### config.mk
export PLATFORM = sky130hd
export DESIGN_NAME = io_border_tile
export DESIGN_NICKNAME = d
export VERILOG_FILES = /design/src/rtl/io_border_pkg.sv /design/src/rtl/border_pin_cell.sv /design/src/rtl/io_border_tile.sv
export SDC_FILE = /design/constraint.sdc
export NUM_CORES = 1
export LEC_CHECK = 0
export BUFFER_PORTS_ARGS = -buffer_cell sky130_fd_sc_hd__buf_2
export CORE_MARGIN = 4
export CORE_UTILIZATION = 40
export CTS_CLUSTER_SIZE = 10
export DETAILED_ROUTE_END_ITERATION = 12
export SLEW_MARGIN = 20
export SYNTH_ARGS = -nofsm -noshare
export SYNTH_HDL_FRONTEND = slang
export SYNTH_SLANG_ARGS = --single-unit
### constraint.sdc
create_clock -name PCLK -period 2.1 [get_ports PCLK]
set_clock_uncertainty 0.2 [all_clocks]
set_input_delay 0.105 -clock PCLK [delete_from_list [all_inputs] [get_ports PCLK]]
set_output_delay 0.105 -clock PCLK [all_outputs]
set_load 0.01 [all_outputs]
### src/rtl/io_border_pkg.sv
// io_border_pkg: select codes and config field layout helpers for io_border_tile
package io_border_pkg;
  typedef enum logic [1:0] {SEL_OFF = 2'd0, SEL_A = 2'd1, SEL_B = 2'd2, SEL_PAD = 2'd3} sel_e;
  function automatic int pin_w(input int tracks);
    return 2 + $clog2(tracks);
  endfunction
  function automatic int cfg_bits(input int tracks, input int pins);
    return 6 * tracks + pins * pin_w(tracks);
  endfunction
  function automatic int side_off(input int tracks, input int side);
    return 2 * tracks * side;
  endfunction
  function automatic int pin_off(input int tracks, input int p);
    return 6 * tracks + p * pin_w(tracks);
  endfunction
endpackage

### src/rtl/border_pin_cell.sv
// border_pin_cell: one pad with optional register, direction control and track-side pad value
module border_pin_cell #(
  parameter int TRACKS = 8,
  localparam int SELW = $clog2(TRACKS)
) (
  input  logic            clk,
  input  logic            rst,
  input  logic            dir,
  input  logic            reg_en,
  input  logic [SELW-1:0] src,
  input  logic [TRACKS-1:0] inner_in,
  input  logic            pad_in,
  output logic            pad_out,
  output logic            pad_oe,
  output logic            pad_val
);
  logic pin_q, pin_d, inner_bit;
  always_comb begin
    inner_bit = inner_in[src];
    pin_d = dir ? inner_bit : pad_in;
  end
  always_ff @(posedge clk) begin
    if (rst) pin_q <= 1'b0;
    else pin_q <= pin_d;
  end
  assign pad_oe = dir;
  assign pad_out = dir & (reg_en ? pin_q : inner_bit);
  // an output pin presents 0 to the track switches
  assign pad_val = ~dir & (reg_en ? pin_q : pad_in);
endmodule

### src/rtl/io_border_tile.sv
// io_border_tile: scan-configured edge tile routing prev/next/inner buses and pads; CFG_PARITY_EN adds an even-parity chain bit
module io_border_tile
  import io_border_pkg::*;
#(
  parameter int TRACKS = 8,
  parameter int IO_PINS = 2,
  localparam int SELW = $clog2(TRACKS),
  localparam int CFG_BITS = cfg_bits(TRACKS, IO_PINS)
) (
  input  logic               PCLK,
  input  logic               RST,
  input  logic               SE,
  input  logic               SIN,
  output logic               SOUT,
  output logic               CFG_DONE,
  output logic               CFG_ERR,
  input  logic [TRACKS-1:0]  PREV_IN,
  input  logic [TRACKS-1:0]  NEXT_IN,
  input  logic [TRACKS-1:0]  INNER_IN,
  output logic [TRACKS-1:0]  PREV_OUT,
  output logic [TRACKS-1:0]  NEXT_OUT,
  output logic [TRACKS-1:0]  INNER_OUT,
  input  logic [IO_PINS-1:0] PAD_IN,
  output logic [IO_PINS-1:0] PAD_OUT,
  output logic [IO_PINS-1:0] PAD_OE
);
`ifdef CFG_PARITY_EN
  localparam int CHAIN = CFG_BITS + 1;
`else
  localparam int CHAIN = CFG_BITS;
`endif
  localparam int CW = $clog2(CHAIN + 2);
  logic [CHAIN-1:0] shadow_q, shadow_d;
  logic [CFG_BITS-1:0] active_q, active_d;
  logic [CW-1:0] cnt_q, cnt_d;
  logic se_q, done_q, done_d, err_q, err_d, se_rise, commit, good, par_ok;
  logic [IO_PINS-1:0] pad_val;
  logic [TRACKS-1:0] src_a [3];
  logic [TRACKS-1:0] src_b [3];
  logic [TRACKS-1:0] bus_out [3];
  sel_e sel;
`ifdef CFG_PARITY_EN
  assign par_ok = ~^shadow_q;
`else
  assign par_ok = 1'b1;
`endif
  always_comb begin
    se_rise = SE & ~se_q;
    commit = ~SE & se_q;
    good = commit && cnt_q == CW'(CHAIN) && par_ok;
    shadow_d = SE ? {SIN, shadow_q[CHAIN-1:1]} : shadow_q;
    cnt_d = se_rise ? CW'(1) : (SE && cnt_q != CW'(CHAIN + 1)) ? cnt_q + CW'(1) : cnt_q;
    active_d = good ? shadow_q[CFG_BITS-1:0] : active_q;
    done_d = good;
    err_d = ~se_rise & (err_q | (commit & ~good));
  end
  always_ff @(posedge PCLK) begin
    if (RST) begin
      shadow_q <= '0;
      active_q <= '0;
      cnt_q <= '0;
      se_q <= 1'b0;
      done_q <= 1'b0;
      err_q <= 1'b0;
    end else begin
      shadow_q <= shadow_d;
      active_q <= active_d;
      cnt_q <= cnt_d;
      se_q <= SE;
      done_q <= done_d;
      err_q <= err_d;
    end
  end
  assign SOUT = shadow_q[0];
  assign CFG_DONE = done_q;
  assign CFG_ERR = err_q;
  // sides: 0 = prev, 1 = next, 2 = inner; a/b are the two other sources in order
  assign src_a[0] = NEXT_IN;
  assign src_b[0] = INNER_IN;
  assign src_a[1] = PREV_IN;
  assign src_b[1] = INNER_IN;
  assign src_a[2] = PREV_IN;
  assign src_b[2] = NEXT_IN;
  always_comb begin
    sel = SEL_OFF;
    bus_out = '{default: '0};
    for (int s = 0; s < 3; s++)
      for (int t = 0; t < TRACKS; t++) begin
        sel = sel_e'(active_q[side_off(TRACKS, s) + 2 * t +: 2]);
        bus_out[s][t] = sel == SEL_A ? src_a[s][t] : sel == SEL_B ? src_b[s][t] :
                        sel == SEL_PAD ? pad_val[t % IO_PINS] : 1'b0;
      end
  end
  assign PREV_OUT = bus_out[0];
  assign NEXT_OUT = bus_out[1];
  assign INNER_OUT = bus_out[2];
  for (genvar p = 0; p < IO_PINS; p++) begin : g_pin
    localparam int off = pin_off(TRACKS, p);
    border_pin_cell #(.TRACKS(TRACKS)) u_cell (
      .clk(PCLK),
      .rst(RST),
      .dir(active_q[off]),
      .reg_en(active_q[off + 1]),
      .src(active_q[off + 2 +: SELW]),
      .inner_in(INNER_IN),
      .pad_in(PAD_IN[p]),
      .pad_out(PAD_OUT[p]),
      .pad_oe(PAD_OE[p]),
      .pad_val(pad_val[p])
    );
  end
endmodule

==> results of run 1 <==
-- layout make-up --
cell class,instances,area (um^2)
Clock buffer,21,470.5
Clock inverter,11,161.4
Fill cell,1348,7500
Inverter,9,33.78
Multi-Input combinational cell,447,2995
Sequential cell,127,2545
Tap cell,184,230.2
Timing Repair Buffer,84,543.0
-- metrics by stage --
step / hold slack, ns / cells / instance area, um^2
after floorplan: 0.04570 / 654 / 5906
after global placement: 0.1542 / 843 / 6252
after detailed placement: 0.1592 / 843 / 6252
after CTS: 0.05138 / 883 / 6977
after global routing: 0.08221 / 883 / 6979
final: 0.06900 / 883 / 6979
-- worst max-delay path, stage by stage (launching register included) --
cell and delay [ns]:
dfxtp_1 0.44, mux2_2 0.36, o221ai_1 0.22, o31ai_1 0.13
buf_2 0.15
-- cells in the mapped netlist (3+ instances only) --
cell	number	area [um^2]
mux2i_1	86	860.8
buf_2	22	110.1
a31oi_1	24	150.1
nor2b_1	27	168.9
o21ai_0	4	20.02
nand2_1	27	101.4
mux2_2	6	67.56
nor2_1	64	240.2
o31ai_1	61	457.9
a21oi_1	60	300.3
nand4_1	60	375.4
nand2b_1	4	25.02
inv_1	8	30.03
clkbuf_1	35	131.4
dfxtp_1	127	2542
nand3_1	3	15.01
buf_4	9	67.56
-- what timing repair did --
item | in CTS | in global routing
hold endpoints to repair | 17 | 0
hold buffers | 8 | 0
setup buffers | 0 | 0
endpoints found under the setup margin | 11 | 5
gates resized for setup | 3 | 2
-- cell usage in the layout, fill, tap and decap left out, types with 3 or more instances in the layout --
| cell | count |
|---|---|
| clkbuf_8 | 3 |
| nand2b_1 | 3 |
| buf_4 | 15 |
| a21oi_1 | 60 |
| nand2_1 | 27 |
| nor2b_1 | 26 |
| inv_1 | 8 |
| clkbuf_16 | 17 |
| bufinv_16 | 4 |
| o31ai_1 | 60 |
| clkinv_2 | 5 |
| dfxtp_1 | 125 |
| o21ai_0 | 4 |
| dlygate4sd3_1 | 8 |
| buf_12 | 3 |
| a31oi_1 | 24 |
| nor2_1 | 64 |
| mux2_2 | 4 |
| buf_2 | 58 |
| nand3_1 | 3 |
| mux2i_1 | 86 |
| nand4_1 | 60 |
-- how the worst max path moves through the flow --
| stage | startpoint | depth (start not counted) | to |
|---|---|---|---|
| 2_1_floorplan | cnt_q[0] | 7 | active_q[2] |
| 3_5_place_dp | cnt_q[0] | 6 | active_q[30] |
| 5_1_grt | active_q[55] | 4 | PAD_OUT[1] |
| 6_report | active_q[55] | 4 | PAD_OUT[1] |
| 3_3_place_gp | cnt_q[0] | 6 | active_q[42] |
| 4_1_cts | active_q[50] | 4 | PAD_OUT[0] |
-- cell families after synthesis --
logic type / synth area share
DFF: 0.4305
adders and majority gates: 0.004237
buffers and inverters: 0.06674
and+or+nand+nor: 0.1653
muxes: 0.1572
xor gates and xnor gates: 0.002967
AOI/OAI and AO/OA: 0.1731
-- per-layer routing --
layer / track usage / vias to the layer above / part of all wire
li1: - / 2477 / -
met1: 0.2584 / 2534 / 0.44
met2: 0.3143 / 177 / 0.46
met3: 0.06307 / 21 / 0.076
met4: 0.07029 / 0 / 0.017
met5: 0 / - / 0
-- registers in the layout, indices dropped and copies added, names as in the netlist --
name,count
active_q,58
shadow_q,58
cnt_q,6
g_pin.u_cell.pin_q,2
CFG_DONE,1
CFG_ERR,1
se_q,1
-- power groups by stage --
stage | Clock, uW | Sequential, uW | Combinational, uW
4_1_cts | 3180 | 2430 | 325
3_5_place_dp | 0 | 2480 | 310
2_1_floorplan | 0 | 2480 | 198
5_1_grt | 3300 | 2430 | 352
6_report | 3120 | 2430 | 330
3_3_place_gp | 0 | 2480 | 309
==> results.toml, run 1 <==
[power]
p_seq_frac = 0.413
swShare = 0.2179
p_total_uw = 5881
leakage_uw = 0.002625
p_comb_frac = 0.056
clkPwrFrac = 0.531
ir_drop_v = 0.0005088
p_per_area_nw_per_um2 = 842.7
internal_power_uw = 4600
p_switching_uw = 1281

[setup_path]
crit_required_ns = 1.79
worst_setup_path_start_kind = "register"
worstSetupEndpointType = "primary output"
arrival_ns = 1.72
reg2reg_slack_ns = 0.30
crit_fanout = 5
worstRegToRegCells = 6
rr_startpoint = "cnt_q[0]"
r2r_end = "active_q[39]"
critPathKind = "register to primary output"

[status]
outcome = "finished, final reports clean"

[timing]
rsz0062_at_grt = "false"
layout_min_cycle_time_ns = 2.027
setup_tns_ns = 0
worst_pin_slew_ns = 0.7056
fin_crit_sh = 0.9651
max_freq_mhz = 493.4
setup_ws_ns = 0.07323
hold_violations = 0
setup_viol = 0
relSlewSlack = 0.5247
slew_viol_final = 0

[floorplanning]
die_height_um = 129.5
ioPinCount = 61
design.core.area_um2 = 14480
rows = 44
die_x_um = 129.5
dieArea_um2 = 16770
initial_utilization = 0.4079

[placement]
numPortBuffers = 60
hpwl_mm = 10.51
place_worst_setup_slack_ns = 0.3432
gp_congestion = 0.8272

[clock_tree]
insertion_delay_ns = 0.41
cts_made_buffers = 17
cts.sinks = 127
clkTransAtPathRegs_ns = 0.06
cts_buffer_depth = 2
htreeDepth = 4
cts_tree = "done"
root_buffer = "clkbuf_16"

[global_routing]
grt_pass1_wl_mm = 25.92
grt_max_degree = 89
antenna_found_initial = 0
grt.overflow.total = 0
first_global_vias = 4953
grt_use_total = 0.1993

[synthesis]
synth.distinct_cells = 38
ys_seq_elements = 127
synth_edf_count = 0
synth_area_um2 = 5906
synth_seq_area_share = 0.4305
synth_top_flop_cell = "dfxtp_1"
syn_area_per_cell_um2 = 9.030
synth_nets = 686
async_flop_share = 0
syn_inst = 654
ys_warn_count = 0

[worst_hold_path]
min_path_cells = 4
holdPathEnd = "g_pin[1].u_cell.pin_q"
hold_start = "INNER_IN[2]"
hold_class = "primary input to register"

[route]
wl_per_cell_um = 18.80
via_per_inst = 5.899
first_pass_iters = 5
drt_iter0_markers = 617
routed_wl_mm = 16.60
drcViolationCount = 0
antenna_left = 0
vias = 5209

[cells_and_area]
drive_gt1_frac = 0.1745
nets = 718
diodes = 0
fin_util = 0.4820
syn_to_final_growth_pct = 18.18

[flow_run]
max-cap-violations = 0
(Power assumes the default switching activity.)
==> run 2: changes to the inputs <==
- BUFFER_PORTS_ARGS: -buffer_cell sky130_fd_sc_hd__buf_2 -> default
- DONT_BUFFER_PORTS: default -> 1
- clock period: 2.1 -> 2.55 ns (I/O delays scaled with it)
==> results.toml, run 2 (synthesis gave the netlist of run 1 again) <==
[status]
outcome = "finished, final reports clean"

[clock_tree]
htreeDepth = 4
root_buffer = "clkbuf_16"
cts_buffer_depth = 2
post_cts_buffers = 0
cts_tree = "done"
clkTransAtPathRegs_ns = 0.05
cts.sinks = 127
cts_made_buffers = 17
insertion_delay_ns = 0.42

[floorplanning]
die_x_um = 129.5
die_height_um = 129.5
ioPinCount = 61
dieArea_um2 = 16770
initial_utilization = 0.4079
rows = 44
design.core.area_um2 = 14480

[cells_and_area]
final_cell_mix = "127 x dfxtp_1, 86 x mux2i_1, 64 x nor2_1"
top_regs = "active_q x58, shadow_q x58, cnt_q x6"
drive_gt1_frac = 0.07692
fin_cells = 835
syn_to_final_growth_pct = 15.34
mostFrequentLayoutCell = "dfxtp_1"
fin_util = 0.4704
nets = 669

[setup_path]
worstSetupEndpointType = "register"
arrival_ns = 2.57
worstRegToRegCells = 5
crit_required_ns = 2.71
worst_setup_path_start_kind = "register"
critPathKind = "register to register"
crit_fanout = 34

[placement]
hpwl_mm = 10.06
numPortBuffers = 0
place_worst_setup_slack_ns = 0.6354
gp_congestion = 0.7967
dp.cells = 774

[route]
wl_per_cell_um = 20.33
antenna_left = 0
via_per_inst = 6.075
vias = 5073
routed_wl_mm = 16.98
first_pass_iters = 5
drt_iter0_markers = 426
drcViolationCount = 0

[timing]
fin_crit_sh = 0.9454
max_freq_mhz = 414.8
slew_viol_final = 0
relSlewSlack = 0.5217
setup_ws_ns = 0.1391
setup_viol = 0
worst_pin_slew_ns = 0.7174
rsz0062_at_grt = "false"
hold_violations = 0
layout_min_cycle_time_ns = 2.411
setup_tns_ns = 0

[power]
ir_drop_v = 0.0005400
internal_power_uw = 3621
swShare = 0.2225
p_seq_frac = 0.430
p_per_area_nw_per_um2 = 683.8
p_switching_uw = 1037
clkPwrFrac = 0.523
p_comb_frac = 0.048
leakage_uw = 0.002344

[flow_run]
max-cap-violations = 0

[global_routing]
first_global_vias = 4901
grt_max_degree = 120
grt_use_total = 0.2043
grt.overflow.total = 0
antenna_found_initial = 1
grt_pass1_wl_mm = 26.81

[worst_hold_path]
min_path_cells = 3
hold_class = "primary input to register"
[run 2: cell count changes in the layout (fill, tap and decap cells not counted), moves of 2 or more]
| cell | previous run | this run |
|---|---|---|
| clkinvlp_4 | 1 | 4 |
| buf_16 | 0 | 2 |
| mux2_4 | 2 | 0 |
| mux2_2 | 4 | 6 |
| dfxtp_2 | 2 | 0 |
| clkbuf_8 | 3 | 1 |
| clkbuf_1 | 1 | 3 |
| dfxtp_1 | 125 | 127 |
| buf_2 | 58 | 0 |
| buf_4 | 15 | 3 |
| dlygate4sd3_1 | 8 | 26 |
[run 2: path summary, 6_finish.rpt]
path,start,endpoint,slack (ns)
worst max-delay path,cnt_q[3],active_q[0],0.14
worst max register to register,cnt_q[3],active_q[0],0.14
worst min-delay path,INNER_IN[4],g_pin[0].u_cell.pin_q,0.006
worst min register to register,shadow_q[36],active_q[36],0.28
[run 2: power groups by stage]
stage                     Sequential [uW]  Combinational [uW]  Clock (uW)
after floorplan                      2040                 163           0
after global placement               2040                 144           0
after detailed placement             2040                 146           0
after CTS                            2000                 221        2470
after global routing                 2000                 238        2550
final                                2000                 223        2430
[run 2: timing repair]
item	in CTS	in global routing
endpoints found under the setup margin	0	11
endpoints found under the hold margin	127	0
resized for setup	0	2
hold buffers	28	0
[run 2: area by class of cell]
cell class	count	area, um^2
Fill cell	1372	7667
Multi-Input combinational cell	447	2994
Sequential cell	127	2542
Clock buffer	21	450.4
Timing Repair Buffer	35	417.9
Tap cell	184	230.2
Clock inverter	11	140.1
Inverter	9	33.78
Antenna cell	1	2.502
[run 2: metal layers]
layer	wire length, um	GRT usage
met3	1403	0.06678
met2	7789	0.3155
met4	375	0.07641
met1	7408	0.2674
met5	0	0
[run 2: per-stage QoR]
stage | instance area [um^2] | power (uW) | hold slack [ns]
after floorplan | 5906 | 2204 | 0.06820
after global placement | 5892 | 2186 | 0.01672
after detailed placement | 5892 | 2189 | 0.01534
after CTS | 6798 | 4693 | 0.0008762
after global routing | 6812 | 4791 | 0.02583
final | 6812 | 4658 | 0.005864
[run 2: critical path, cell delays in order (launching register included)]
cell and delay (ns):
dfxtp_1 0.45, and4b_4 0.55, buf_12 0.26, nand4_1 0.13, a21oi_1 0.18, dlygate4sd3_1 0.56
==> run 3: changes to the inputs <==
- CTS_BUF_LIST: default -> sky130_fd_sc_hd__clkbuf_16
- SETUP_SLACK_MARGIN: default -> 0.05
==> results.toml, run 3 (synthesis gave the netlist of run 1 again) <==
[status]
outcome = "finished, final reports clean"

[clock_tree]
cts_buffer_depth = 2
root_buffer = "clkbuf_16"
post_cts_buffers = 0
cts_made_buffers = 17
insertion_delay_ns = 0.42
cts.sinks = 127
cts_tree = "done"
htreeDepth = 4
clkTransAtPathRegs_ns = 0.06

[setup_path]
cpPeakStageDelay_ns = 0.61
worstPathCellList = "inv_1 > ha_2 > buf_4 > nand4_1 > dlygate4sd3_1 > a21oi_1"
crit_family = "buffers and inverters"
critPathKind = "register to register"
arrival_ns = 2.52
critical_path_buf_inv_count = 3
worst_setup_path_start_kind = "register"
crit_required_ns = 2.70
cp_slowest_cell = "dlygate4sd3_1"
worstSetupEndpointType = "register"
crit_fanout = 58
worstRegToRegCells = 6
cp_num_cells = 6

[power]
ir_drop_v = 0.0005431
leakage_uw = 0.002378
p_per_area_nw_per_um2 = 673.5

[timing]
hold_violations = 0
fin_crit_sh = 0.9298
worst_pin_slew_ns = 0.7033
slew_viol_final = 0
setup_tns_ns = 0
relSlewSlack = 0.5311
rsz0062_at_grt = "true"
setup_viol = 0
whs_ns = 0.01108
max_freq_mhz = 421.8
layout_min_cycle_time_ns = 2.371

[floorplanning]
rows = 44
die_height_um = 129.5
dieArea_um2 = 16770
ioPinCount = 61
die_x_um = 129.5
design.core.area_um2 = 14480
initial_utilization = 0.4079

[global_routing]
grt_use_total = 0.2042
grt.busiest_layer = "met2"
antenna_found_initial = 1
grt_pass1_wl_mm = 26.77
met3_usage = 0.06595
met2_usage = 0.3152
grt_max_degree = 117
grt.overflow.total = 0
met1_usage = 0.2694
first_global_vias = 4933

[placement]
numPortBuffers = 0
place_area_um2 = 5892
hpwl_mm = 10.06
gp_congestion = 0.7967

[route]
drt_iter0_markers = 446
drcViolationCount = 0
routed_wl_mm = 17.37
first_pass_iters = 5
wl_per_cell_um = 20.61
vias = 5098
antenna_left = 0
via_per_inst = 6.047

[cells_and_area]
drive_gt1_frac = 0.07774
nets = 675
mostFrequentLayoutCell = "dfxtp_1"
stdcell_area_um2 = 6869
top_regs = "active_q x58, shadow_q x58, cnt_q x6"
fin_util = 0.4744
syn_to_final_growth_pct = 16.31
nFillCells = 1358
final_cell_mix = "126 x dfxtp_1, 86 x mux2i_1, 64 x nor2_1"

[worst_hold_path]
min_path_cells = 3
hold_class = "primary input to register"

[flow_run]
max-cap-violations = 0
## run 3: worst register-to-register path: stages, from the launching register on
cell	delay, ns
dfxtp_1	0.34
inv_1	0.08
ha_2	0.18
buf_4	0.55
nand4_1	0.23
dlygate4sd3_1	0.61
a21oi_1	0.12
## run 3: repair_timing
action | 4_1_cts | 5_1_grt
setup endpoints to repair | 0 | 12
hold buffers | 33 | 0
endpoints found under the hold margin | 127 | 0
resized for setup | 0 | 3
## run 3: worst paths after layout
| path | startpoint | end | slack, ns |
|---|---|---|---|
| setup / recovery | cnt_q[0] | active_q[9] | 0.18 |
| hold / removal | INNER_IN[4] | g_pin[0].u_cell.pin_q | 0.01 |
| setup reg to reg | cnt_q[0] | active_q[9] | 0.18 |
| hold reg to reg | shadow_q[36] | active_q[36] | 0.28 |
## run 3: area by class of cell
class,count,area (um^2),share of cell area
inverters,9,33.78,0.004918
multi-input cells,448,3005,0.4375
well taps,184,230.2,0.03352
flip-flops and latches,127,2544,0.3703
clock buffers,17,425.4,0.06193
diodes,3,7.507,0.001093
clock inverters,15,155.1,0.02259
repair buffers,40,467.9,0.06812
## run 3: layer usage
layer	vias to the layer above	routed length [um]
met5	-	0
met4	0	324
met1	2516	7631
met3	27	1403
li1	2382	-
met2	173	8015
## run 3: stage by stage
step                      std cells  worst slack, ns  total power [uW]
after global placement          774           0.6900              2186
after detailed placement        774           0.6354              2189
after floorplan                 654           0.9541              2204
after CTS                       839          0.09535              4651
after global routing            841          0.02518              4748
final                           843           0.1791              4627
## run 3: power by group
group          switching [uW]  leakage, uW  internal (uW)
combinational             145      0.00107           77.5
clock                     893     0.000286           1510
sequential               8.07      0.00102           1990
total                    1050      0.00238           3580
